## src/rtl/alu_shift_pkg.sv

```systemverilog
// Shared types and constants for the ALU shift scheduler.
package alu_shift_pkg;

    // Scheduler sequencing: accept, drive the shift unit, capture, respond
    typedef enum logic [1:0] {
        IDLE  = 2'd0,
        ISSUE = 2'd1,
        WAIT  = 2'd2,
        RESP  = 2'd3
    } sched_state_t;

    // ALU_FUN codes understood by the 1-bit shift unit
    localparam logic [3:0] SHIFT_FUN_SRL = 4'b1100;
    localparam logic [3:0] SHIFT_FUN_SLL = 4'b1101;

    // Direction bit (1 = left) to ALU_FUN code
    function automatic logic [3:0] shift_fun_sel(input logic dir);
        return dir ? SHIFT_FUN_SLL : SHIFT_FUN_SRL;
    endfunction

endpackage

```

## src/rtl/alu_shift_scheduler_rr_arbiter.sv

```systemverilog
// Round-robin arbiter: grants the first requester at or after ptr,
// wrapping around. Output is one-hot plus the encoded index; all zero
// when en is low or nobody requests.
module rr_arbiter #(
    parameter int N  = 2,
    parameter int IW = (N > 1) ? $clog2(N) : 1
) (
    input  logic [N-1:0]  req,
    input  logic [IW-1:0] ptr,
    input  logic          en,
    output logic [N-1:0]  gnt,
    output logic [IW-1:0] index
);

    // Candidate requester index for each search offset from ptr
    logic [IW-1:0] w_cand [N];

    generate
        for (genvar gi = 0; gi < N; gi++) begin : g_cand
            assign w_cand[gi] = IW'((int'(ptr) + gi) % N);
        end
    endgenerate

    // Walk the candidates in rotating order and take the first valid one
    always_comb begin
        logic w_found;
        w_found = 1'b0;
        gnt     = '0;
        index   = '0;
        for (int k = 0; k < N; k++) begin
            if (en && !w_found && req[w_cand[k]]) begin
                w_found          = 1'b1;
                gnt[w_cand[k]]   = 1'b1;
                index            = w_cand[k];
            end
        end
    end

endmodule

```

## src/rtl/alu_shift_scheduler.sv

```systemverilog
// ALU shift scheduler: shares the registered 1-bit shift unit between
// NUM_REQ requesters, expanding each multi-bit shift into repeated 1-bit
// operations and returning the final value with the requester id.
// Optional build macro ALU_SHIFT_SCHED_ROTATE_EN adds req_rot, which turns
// a command into a rotate by re-inserting the ejected bit on each step.
module alu_shift_scheduler
    import alu_shift_pkg::*;
#(
    parameter int DATA_WIDTH = 16,
    parameter int NUM_REQ    = 2,
    parameter int CNT_WIDTH  = 4,
    parameter int IDW        = (NUM_REQ > 1) ? $clog2(NUM_REQ) : 1
) (
    input  logic                            clk,
    input  logic                            rst,
    input  logic [NUM_REQ-1:0]              req_valid,
    output logic [NUM_REQ-1:0]              req_ready,
    input  logic [NUM_REQ*DATA_WIDTH-1:0]   req_data,
    input  logic [NUM_REQ-1:0]              req_dir,
    input  logic [NUM_REQ*CNT_WIDTH-1:0]    req_amt,
`ifdef ALU_SHIFT_SCHED_ROTATE_EN
    input  logic [NUM_REQ-1:0]              req_rot,
`endif
    output logic [DATA_WIDTH-1:0]           shift_a,
    output logic [3:0]                      shift_fun,
    output logic                            shift_en,
    input  logic [DATA_WIDTH-1:0]           shift_out,
    input  logic                            shift_flag,
    output logic                            rsp_valid,
    input  logic                            rsp_ready,
    output logic [DATA_WIDTH-1:0]           rsp_data,
    output logic [IDW-1:0]                  rsp_id,
    output logic                            rsp_err,
    output logic                            busy
);

    // Remaining-iteration counter must hold both any amount and DATA_WIDTH
    localparam int CLAMP_W = $clog2(DATA_WIDTH + 1);
    localparam int REM_W   = (CNT_WIDTH > CLAMP_W) ? CNT_WIDTH : CLAMP_W;

    sched_state_t           r_state;
    sched_state_t           w_state_next;

    logic [DATA_WIDTH-1:0]  r_work;
    logic                   r_dir;
    logic [REM_W-1:0]       r_rem;
    logic [IDW-1:0]         r_id;
    logic                   r_err;
    logic                   r_rot;
    logic [IDW-1:0]         r_rr_ptr;

    logic [DATA_WIDTH-1:0]  w_data_arr [NUM_REQ];
    logic [CNT_WIDTH-1:0]   w_amt_arr  [NUM_REQ];
    logic [NUM_REQ-1:0]     w_rot_vec;

    logic                   w_arb_en;
    logic [NUM_REQ-1:0]     w_gnt;
    logic [IDW-1:0]         w_gnt_idx;
    logic                   w_accept;
    logic [REM_W-1:0]       w_sel_amt;
    logic [REM_W-1:0]       w_sel_rem;
    logic [IDW-1:0]         w_ptr_next;
    logic                   w_eject;
    logic [DATA_WIDTH-1:0]  w_rot_fill;
    logic [DATA_WIDTH-1:0]  w_capture;

    // Unpack the flat request buses into per-requester views
    generate
        for (genvar gi = 0; gi < NUM_REQ; gi++) begin : g_unpack
            assign w_data_arr[gi] = req_data[gi*DATA_WIDTH +: DATA_WIDTH];
            assign w_amt_arr[gi]  = req_amt[gi*CNT_WIDTH +: CNT_WIDTH];
        end
    endgenerate

`ifdef ALU_SHIFT_SCHED_ROTATE_EN
    assign w_rot_vec = req_rot;
`else
    assign w_rot_vec = '0;
`endif

    // Grants only happen in IDLE and never while reset is held
    assign w_arb_en = (r_state == IDLE) && rst;

    rr_arbiter #(
        .N  (NUM_REQ),
        .IW (IDW)
    ) u_arb (
        .req   (req_valid),
        .ptr   (r_rr_ptr),
        .en    (w_arb_en),
        .gnt   (w_gnt),
        .index (w_gnt_idx)
    );

    assign req_ready = w_gnt;
    assign w_accept  = |w_gnt;

    // Amounts at or beyond the operand width would shift everything out,
    // so iterations are capped at DATA_WIDTH
    assign w_sel_amt = REM_W'(w_amt_arr[w_gnt_idx]);
    assign w_sel_rem = (w_sel_amt >= REM_W'(DATA_WIDTH)) ? REM_W'(DATA_WIDTH) : w_sel_amt;

    assign w_ptr_next = (w_gnt_idx == IDW'(NUM_REQ - 1)) ? '0 : w_gnt_idx + IDW'(1);

    // Bit that leaves the operand this step: MSB on a left shift, LSB on right
    assign w_eject    = r_dir ? r_work[DATA_WIDTH-1] : r_work[0];
    assign w_rot_fill = !r_rot ? '0 :
                        r_dir  ? {{(DATA_WIDTH-1){1'b0}}, w_eject} :
                                 {w_eject, {(DATA_WIDTH-1){1'b0}}};
    assign w_capture  = shift_out | w_rot_fill;

    // State register
    always_ff @(posedge clk or negedge rst) begin
        if (!rst) begin
            r_state <= IDLE;
        end else begin
            r_state <= w_state_next;
        end
    end

    // Next-state decode and shift-unit / response output drive
    always_comb begin
        w_state_next = r_state;
        shift_en     = 1'b0;
        shift_a      = '0;
        shift_fun    = '0;
        rsp_valid    = 1'b0;
        rsp_data     = '0;
        rsp_id       = '0;
        rsp_err      = 1'b0;
        busy         = 1'b1;
        case (r_state)
            IDLE: begin
                busy = 1'b0;
                if (w_accept) begin
                    w_state_next = (w_sel_rem == '0) ? RESP : ISSUE;
                end
            end
            ISSUE: begin
                shift_en     = 1'b1;
                shift_a      = r_work;
                shift_fun    = shift_fun_sel(r_dir);
                w_state_next = WAIT;
            end
            WAIT: begin
                // Operand and function held while the unit's result settles
                shift_en     = 1'b1;
                shift_a      = r_work;
                shift_fun    = shift_fun_sel(r_dir);
                w_state_next = (r_rem == REM_W'(1)) ? RESP : ISSUE;
            end
            RESP: begin
                rsp_valid = 1'b1;
                rsp_data  = r_work;
                rsp_id    = r_id;
                rsp_err   = r_err;
                if (rsp_ready) begin
                    w_state_next = IDLE;
                end
            end
            default: begin
                w_state_next = IDLE;
            end
        endcase
    end

    // Command latch on accept, partial-result capture on each WAIT cycle
    always_ff @(posedge clk or negedge rst) begin
        if (!rst) begin
            r_work   <= '0;
            r_dir    <= 1'b0;
            r_rem    <= '0;
            r_id     <= '0;
            r_err    <= 1'b0;
            r_rot    <= 1'b0;
            r_rr_ptr <= '0;
        end else if (r_state == IDLE) begin
            if (w_accept) begin
                r_work   <= w_data_arr[w_gnt_idx];
                r_dir    <= req_dir[w_gnt_idx];
                r_rem    <= w_sel_rem;
                r_id     <= w_gnt_idx;
                r_err    <= 1'b0;
                r_rot    <= w_rot_vec[w_gnt_idx];
                r_rr_ptr <= w_ptr_next;
            end
        end else if (r_state == WAIT) begin
            r_work <= w_capture;
            r_err  <= r_err | ~shift_flag;
            r_rem  <= r_rem - REM_W'(1);
        end
    end

endmodule
```

## config.mk

```make
export PLATFORM = sky130hd
export DESIGN_NAME = alu_shift_scheduler
export DESIGN_NICKNAME = d
export VERILOG_FILES = /design/src/rtl/alu_shift_pkg.sv /design/src/rtl/alu_shift_scheduler_rr_arbiter.sv /design/src/rtl/alu_shift_scheduler.sv
export SDC_FILE = /design/constraint.sdc
export NUM_CORES = 1
export LEC_CHECK = 0
export ABC_AREA = 1
export ABC_CLOCK_PERIOD_IN_PS = 1700
export CAP_MARGIN = 10
export CORE_MARGIN = 8
export CORE_UTILIZATION = 35
export CTS_BUF_LIST = sky130_fd_sc_hd__clkbuf_4 sky130_fd_sc_hd__clkbuf_8 sky130_fd_sc_hd__clkbuf_16
export DETAILED_ROUTE_END_ITERATION = 6
export PLACE_DENSITY = 0.82
export SLEW_MARGIN = 20
export SYNTH_ARGS = -nofsm -noshare
export SYNTH_HDL_FRONTEND = slang
export SYNTH_SLANG_ARGS = --single-unit
```

## constraint.sdc

```tcl
create_clock -name clk -period 1.7 [get_ports clk]
set_clock_uncertainty 0.05 [all_clocks]
set_input_delay 0.17 -clock clk [delete_from_list [all_inputs] [get_ports clk]]
set_output_delay 0.17 -clock clk [all_outputs]
set_load 0.02 [all_outputs]
```

# Yosys cells after proc, flatten, opt, wreduce, memory -nomap -nowiden
# Cells that the tools add are included.
[word_totals] out_inout_bits=43 elab_cells=94 regBits=28 inputBits=64
[op_classes] add_sub_neg=3 eq_ne=6 bitwise_logic=5 n_lt_le_gt_ge=7 n_reduce_logical=15 mux=50
[ops] operator="$mux W16" count=10
[ops] operator="$mux W1" count=23
[ops] operator="$mux W5" count=4
[ops] operator="$mux W4" count=4
[ops] operator="$or A16 B16 Y16" count=1
[ops] operator="$mux W2" count=6
[ops] operator="$pmux W2 S4" count=1
[ops] operator="$logic_and A1 B1 Y1" count=6
[ops] operator="$lt A1 B2 Y1 const B" count=3
[ops] operator="$reduce_and A2 Y1" count=3
[ops] operator="$eq A5 B1 Y1 const B" count=1
[ops] operator="$ge A4 B5 Y1 const B" count=1
[ops] operator="$logic_not A5 Y1" count=1
[ops] operator="$sub A5 B1 Y5 const B" count=1
[ops] operator="$eq A2 B2 Y1 const B" count=2
[ops] operator="$ne A2 B2 Y1 const B" count=2
[ops] operator="$reduce_or A2 Y1" count=2
[ops] operator="$add A1 B1 Y1 const B" count=2
[ops] operator="$demux W1 S1" count=2
[ops] operator="$eq A2 B1 Y1 const B" count=1
[ops] operator="$ge A1 B1 Y1 const B" count=2
[ops] operator="$ge A2 B2 Y1 const B" count=1
[ops] operator="$logic_not A2 Y1" count=1
[ops] operator="$not A1 Y2" count=1
[ops] operator="5 further kinds" count=5

# Depth between registers and ports, before layout
# Gate-level depths: netlist (run 1).
[depth] ltp_word=18 ltp_mapped=11 mapped_depth_nobuf=11

# Cells and area by module
# From an unflattened synthesis (run 1), not the netlist that was laid out.
[unflattened] cells_unflattened=311 hier_area_um2=1993.2
[by_module_without_submodules] module="alu_shift_scheduler" seq_area_each_um2=675.6 area_each_um2=1966.9 cells_per_inst=305 instances=1
[by_module_without_submodules] module="rr_arbiter" seq_area_each_um2=0.0 area_each_um2=26.3 cells_per_inst=6 instances=1

# Worst setup path before layout (run 1)
# OpenSTA, ideal clock, no wires.
[synth_path] kind="register to output" from="register r_state[1]" to="output port shift_a[0]" arrival_ns=1.622 required_ns=1.480 setup_slack_ns=-0.142 path_buffers=2 stages_incl_launch_ff=7 path_cell_list="dfrtp_1 > inv_1 > ha_1 > clkbuf_1 > clkbuf_1 > nand2_1 > inv_1"
[synth_between] elab_chain_len=3 word_cells_on_any_way=4 classes_between="2 x eq/ne; 1 x mux; 1 x reduce/logical"
[synth_rtl] item="start, declared" line="alu_shift_scheduler.sv:41" rtl="sched_state_t r_state;"
[synth_rtl] item="start signal, assigned" line="alu_shift_scheduler.sv:117" rtl="r_state <= w_state_next;"
[synth_rtl] item="$eq A2 B2 Y1 / $eq A2 B1 Y1 (equally long branches)" line="alu_shift_scheduler.sv:132" rtl="case (r_state)"
[synth_rtl] item="$reduce_or A2 Y1 (no source line) (*)"
[synth_rtl] item="$mux W16 (*)" line="alu_shift_scheduler.sv:132"
[synth_rtl] item="end, declared" line="alu_shift_scheduler.sv:24" rtl="output logic [DATA_WIDTH-1:0] shift_a,"
# Every way passes the cells marked *; elsewhere a longest branch is shown, timed or not.

# Worst setup path in the final report (run 1)
[layout_path] from="register r_state[1]" to="output port req_ready[0]"
[layout_between] elab_chain_len=8 word_cells_on_any_way=10 classes_between="3 x mux; 1 x bitwise; 6 x reduce/logical"
[layout_rtl] item="$logic_not A2 Y1 (*)" line="alu_shift_scheduler.sv:82" rtl="assign w_arb_en = (r_state == IDLE) && rst;"
[layout_rtl] item="$logic_and A1 B1 Y1 (*)" line="alu_shift_scheduler.sv:82"
[layout_rtl] item="$logic_and A1 B1 Y1" line="alu_shift_scheduler_rr_arbiter.sv:31" rtl="if (en && !w_found && req[w_cand[k]]) begin"
[layout_rtl] item="$mux W1" line="alu_shift_scheduler_rr_arbiter.sv:31"
[layout_rtl] item="$logic_not A1 Y1" line="alu_shift_scheduler_rr_arbiter.sv:31"
[layout_rtl] item="$logic_and A1 B1 Y1 (2 in series)" line="alu_shift_scheduler_rr_arbiter.sv:31"
[layout_rtl] item="$mux W2 (*)" line="alu_shift_scheduler_rr_arbiter.sv:31"
[layout_rtl] item="end, declared" line="alu_shift_scheduler.sv:17" rtl="output logic [NUM_REQ-1:0] req_ready,"
# Marked as above.

==> results of run 1 <==
Yosys cell counts:
cell,n,area share (%)
o22ai_1,1,0.32
nand2_1,56,11
o21ai_1,8,2.0
buf_1,2,0.38
a21oi_1,36,9.2
nand3_1,4,1.0
o21a_1,1,0.38
nor2_2,1,0.32
o21ai_0,21,5.4
buf_2,5,1.3
a31oi_1,1,0.32
buf_6,1,0.58
xor2_1,2,0.89
dfrtp_1,27,35
inv_6,1,0.45
clkbuf_1,6,1.2
inv_1,53,10
conb_1,1,0.19
nor2_4,2,1.2
nand2_2,1,0.32
nor2_1,59,11
buf_4,3,1.2
buf_12,1,1.0
nand4_1,1,0.32
ha_1,7,4.5
o211ai_1,1,0.38
nand2_4,1,0.58
worst max path at each step:
stage,slack [ps],end,depth (start not counted),start
after floorplan,30,r_rem[3]$_DFFE_PN0P_,9,r_state[0]$_DFFE_PN0P_
after global placement,-160,req_ready[1],6,rst
after detailed placement,-180,shift_a[10],6,r_state[1]$_DFFE_PN0P_
after CTS,-5,req_ready[0],8,r_state[0]$_DFFE_PN0P_
after global routing,-50,r_rem[0]$_DFFE_PN0P_,10,r_state[0]$_DFFE_PN0P_
final,20,req_ready[0],8,r_state[1]$_DFFE_PN0P_
power groups by stage:
stage	logic (uW)	registers (uW)	clock network, uW
after floorplan	2710	1160	0
final	4580	1210	373
after CTS	4370	1210	386
after global routing	5000	1250	414
after detailed placement	4760	1210	0
after global placement	4660	1190	0
flip-flops by register name, indices dropped and copies added, names as in the netlist:
name	count
r_state	2
r_id	1
r_dir	1
r_rr_ptr	1
r_rem	5
r_work	16
r_err	1
layout by cell type, fill, tap and decap left out, drive strengths merged, types with 2 or more instances in the layout:
cell type | Yosys | layout
a21oi | 36 | 36
buf | 12 | 63
clkbuf | 6 | 8
clkdlybuf4s50 | 0 | 63
dfrtp | 27 | 27
ha | 7 | 7
inv | 54 | 54
nand2 | 58 | 58
nand3 | 4 | 4
nor2 | 62 | 62
o21ai | 29 | 29
xor2 | 2 | 2
per-stage QoR:
| step | total power, uW | setup TNS (ps) | setup slack (ps) | instance area [sq um] | util, % |
|---|---|---|---|---|---|
| CTS | 5970 | -5.47 | -5.47 | 3100 | 56.9 |
| floorplan | 3870 | 0 | 31.3 | 1960 | - |
| global route | 6660 | -314 | -45.3 | 3210 | 59.0 |
| detailed placement | 5970 | -4830 | -178 | 3190 | 58.7 |
| finish | 6160 | 0 | 23.2 | 3210 | 59.0 |
| global placement | 5850 | -3110 | -159 | 3190 | 58.7 |
kinds of logic after synthesis:
logic type / after synthesis / share of synthesized area (%)
AOI/OAI and AO/OA: 69 / 18.0
xor gates and xnor gates: 2 / 0.895
adders and majority gates: 7 / 4.47
buffers and inverters: 72 / 16.2
DFF: 27 / 34.5
other: 1 / 0.192
and+or+nand+nor: 125 / 25.8
cell type report:
class | instances | area [sq um]
clock buffer | 3 | 41.3
clock inverter | 1 | 5.00
fill | 506 | 2230
inverter | 54 | 210
multi-input combinational | 204 | 1010
sequential | 27 | 676
tap | 72 | 90.1
timing repair buffer | 131 | 1170
routing by layer:
| layer | global-route usage (%) | share of wire [%] | up-vias | wire length, um |
|---|---|---|---|---|
| li1 | - | - | 1155 | - |
| met1 | 19.9 | 40 | 1041 | 2930 |
| met2 | 28.1 | 52 | 89 | 3730 |
| met3 | 3.66 | 7.1 | 8 | 514 |
| met4 | 4.09 | 0.86 | 0 | 62 |
| met5 | 0 | 0 | - | 0 |
repair_timing:
action	in CTS	in global routing
endpoints found under the setup margin	60	51
hold buffers	0	0
setup buffers	0	1
resized for setup	173	33
gates cloned	0	2
pin swaps	2	6
==> metrics, run 1 <==
GP Congestion=between 0.8 and 0.9; critical path, cell by cell=inv_2 > ha_4 > nand2_4 > nor2_4 > nand2_4 > nand2_2 > inv_2 > buf_6; cell family contributing the most delay on the critical path=flip-flops; Final Cycle Share=between 90% and 100%; Synth Cell Area=1960 sq um; synthesized area per cell=between 6 and 7 sq um; Slowest-stage cell, CP=dfrtp_1; nets=between 400 and 500; average wire per standard cell=roughly 15 um; slowest stage delay, CP=410 ps; vias=2293; Inst Count DP=roughly 490; P&R area growth vs syn=63.8%; Ports=about 110; total grt overflow=0; Die W=90.8 um; sequential power share=slightly below 20%; CP Data Required Time=approximately 1500 ps; CP max FO=4; initial DRC count=around 130; Setup Viol. Count Final=0; max frequency=slightly below 600 MHz; RR Endpoint=r_state[1]$_DFFE_PN0P_; fin cells=between 400 and 500; CTS clock-pin slew for the worst setup and hold paths=100 ps; H-tree depth=1; Pint=about 3000 uW; share of layout cells above drive strength 1=a little over a fifth; largest net degree at the start of global routing=28; full die area=8240 sq um; crit path kind=flip-flop to primary output; LEAKAGE=approximately 0.0017 uW; switching share of power=51.1%; Min Hold Slack=a little over 300 ps; Synth cell types=27; Initial Utilization=a little over a third; R2R cell count=11; yosys warns=0; wirelength, routed=~7200 um; Data arrival, critical path=about 1500 ps; first-pass GRT wire length=11200 um; final antenna-violating net count=0; number of global-route vias before repair=about 2200; status=completed; Pre-antenna DRT Iters=4; Clk network pwr share=slightly above 6%; Clock Sinks=27; critical path launch point type=flip-flop; worst-skew pair later-pin latency=roughly 270 ps; CP Buf/Inv Count=3; min Tclk post-route=1680 ps; GRT Util Overall=16.3%; sequential area share after synthesis=34.5%; Synth Instances=slightly above 300; row count=27; clock buffer depth=2; Pwr Density=between 1500 and 2000 nW/um^2; #FFs+latches synth=27; post-DP HPWL=approximately 5500 um; max-slew violation count=0; P_sw=3150 uW; crit end category=primary output; CORE AREA=about 5400 sq um; IO buf count=105; CTS tree=yes; r2r startpoint=r_state[1]$_DFFE_PN0P_; initial antenna violation count=0; combinational power share=roughly 74%; Num CTS Buffers=3; final hold vios=0; root buffer cell=clkbuf_8; class of the worst hold path=input port to asynchronous set/reset pin; n_diodes=0; Die Y=90.8 um; post-synth net total=374; DRC Markers=0; VDD IR-drop max=roughly 1000 uV; RSZ-0062 raised after global routing=true; number of max-cap violations=0; Vias/cell=around 4.7; r2r setup slk=approximately 50 ps
No activity file was read; power rests on OpenSTA's default activity.
==> run 2: changes to the inputs <==
--- a/config.mk
+++ b/config.mk
@@ -7,7 +7,7 @@
 export LEC_CHECK = 0
 export ABC_AREA = 1
 export ABC_CLOCK_PERIOD_IN_PS = 1700
-export CAP_MARGIN = 10
+export CAP_MARGIN = 30
 export CORE_MARGIN = 8
 export CORE_UTILIZATION = 35
 export CTS_BUF_LIST = sky130_fd_sc_hd__clkbuf_4 sky130_fd_sc_hd__clkbuf_8 sky130_fd_sc_hd__clkbuf_16
==> results of run 2 <==
Final layout, timing and power as in run 1 (identical DEF).
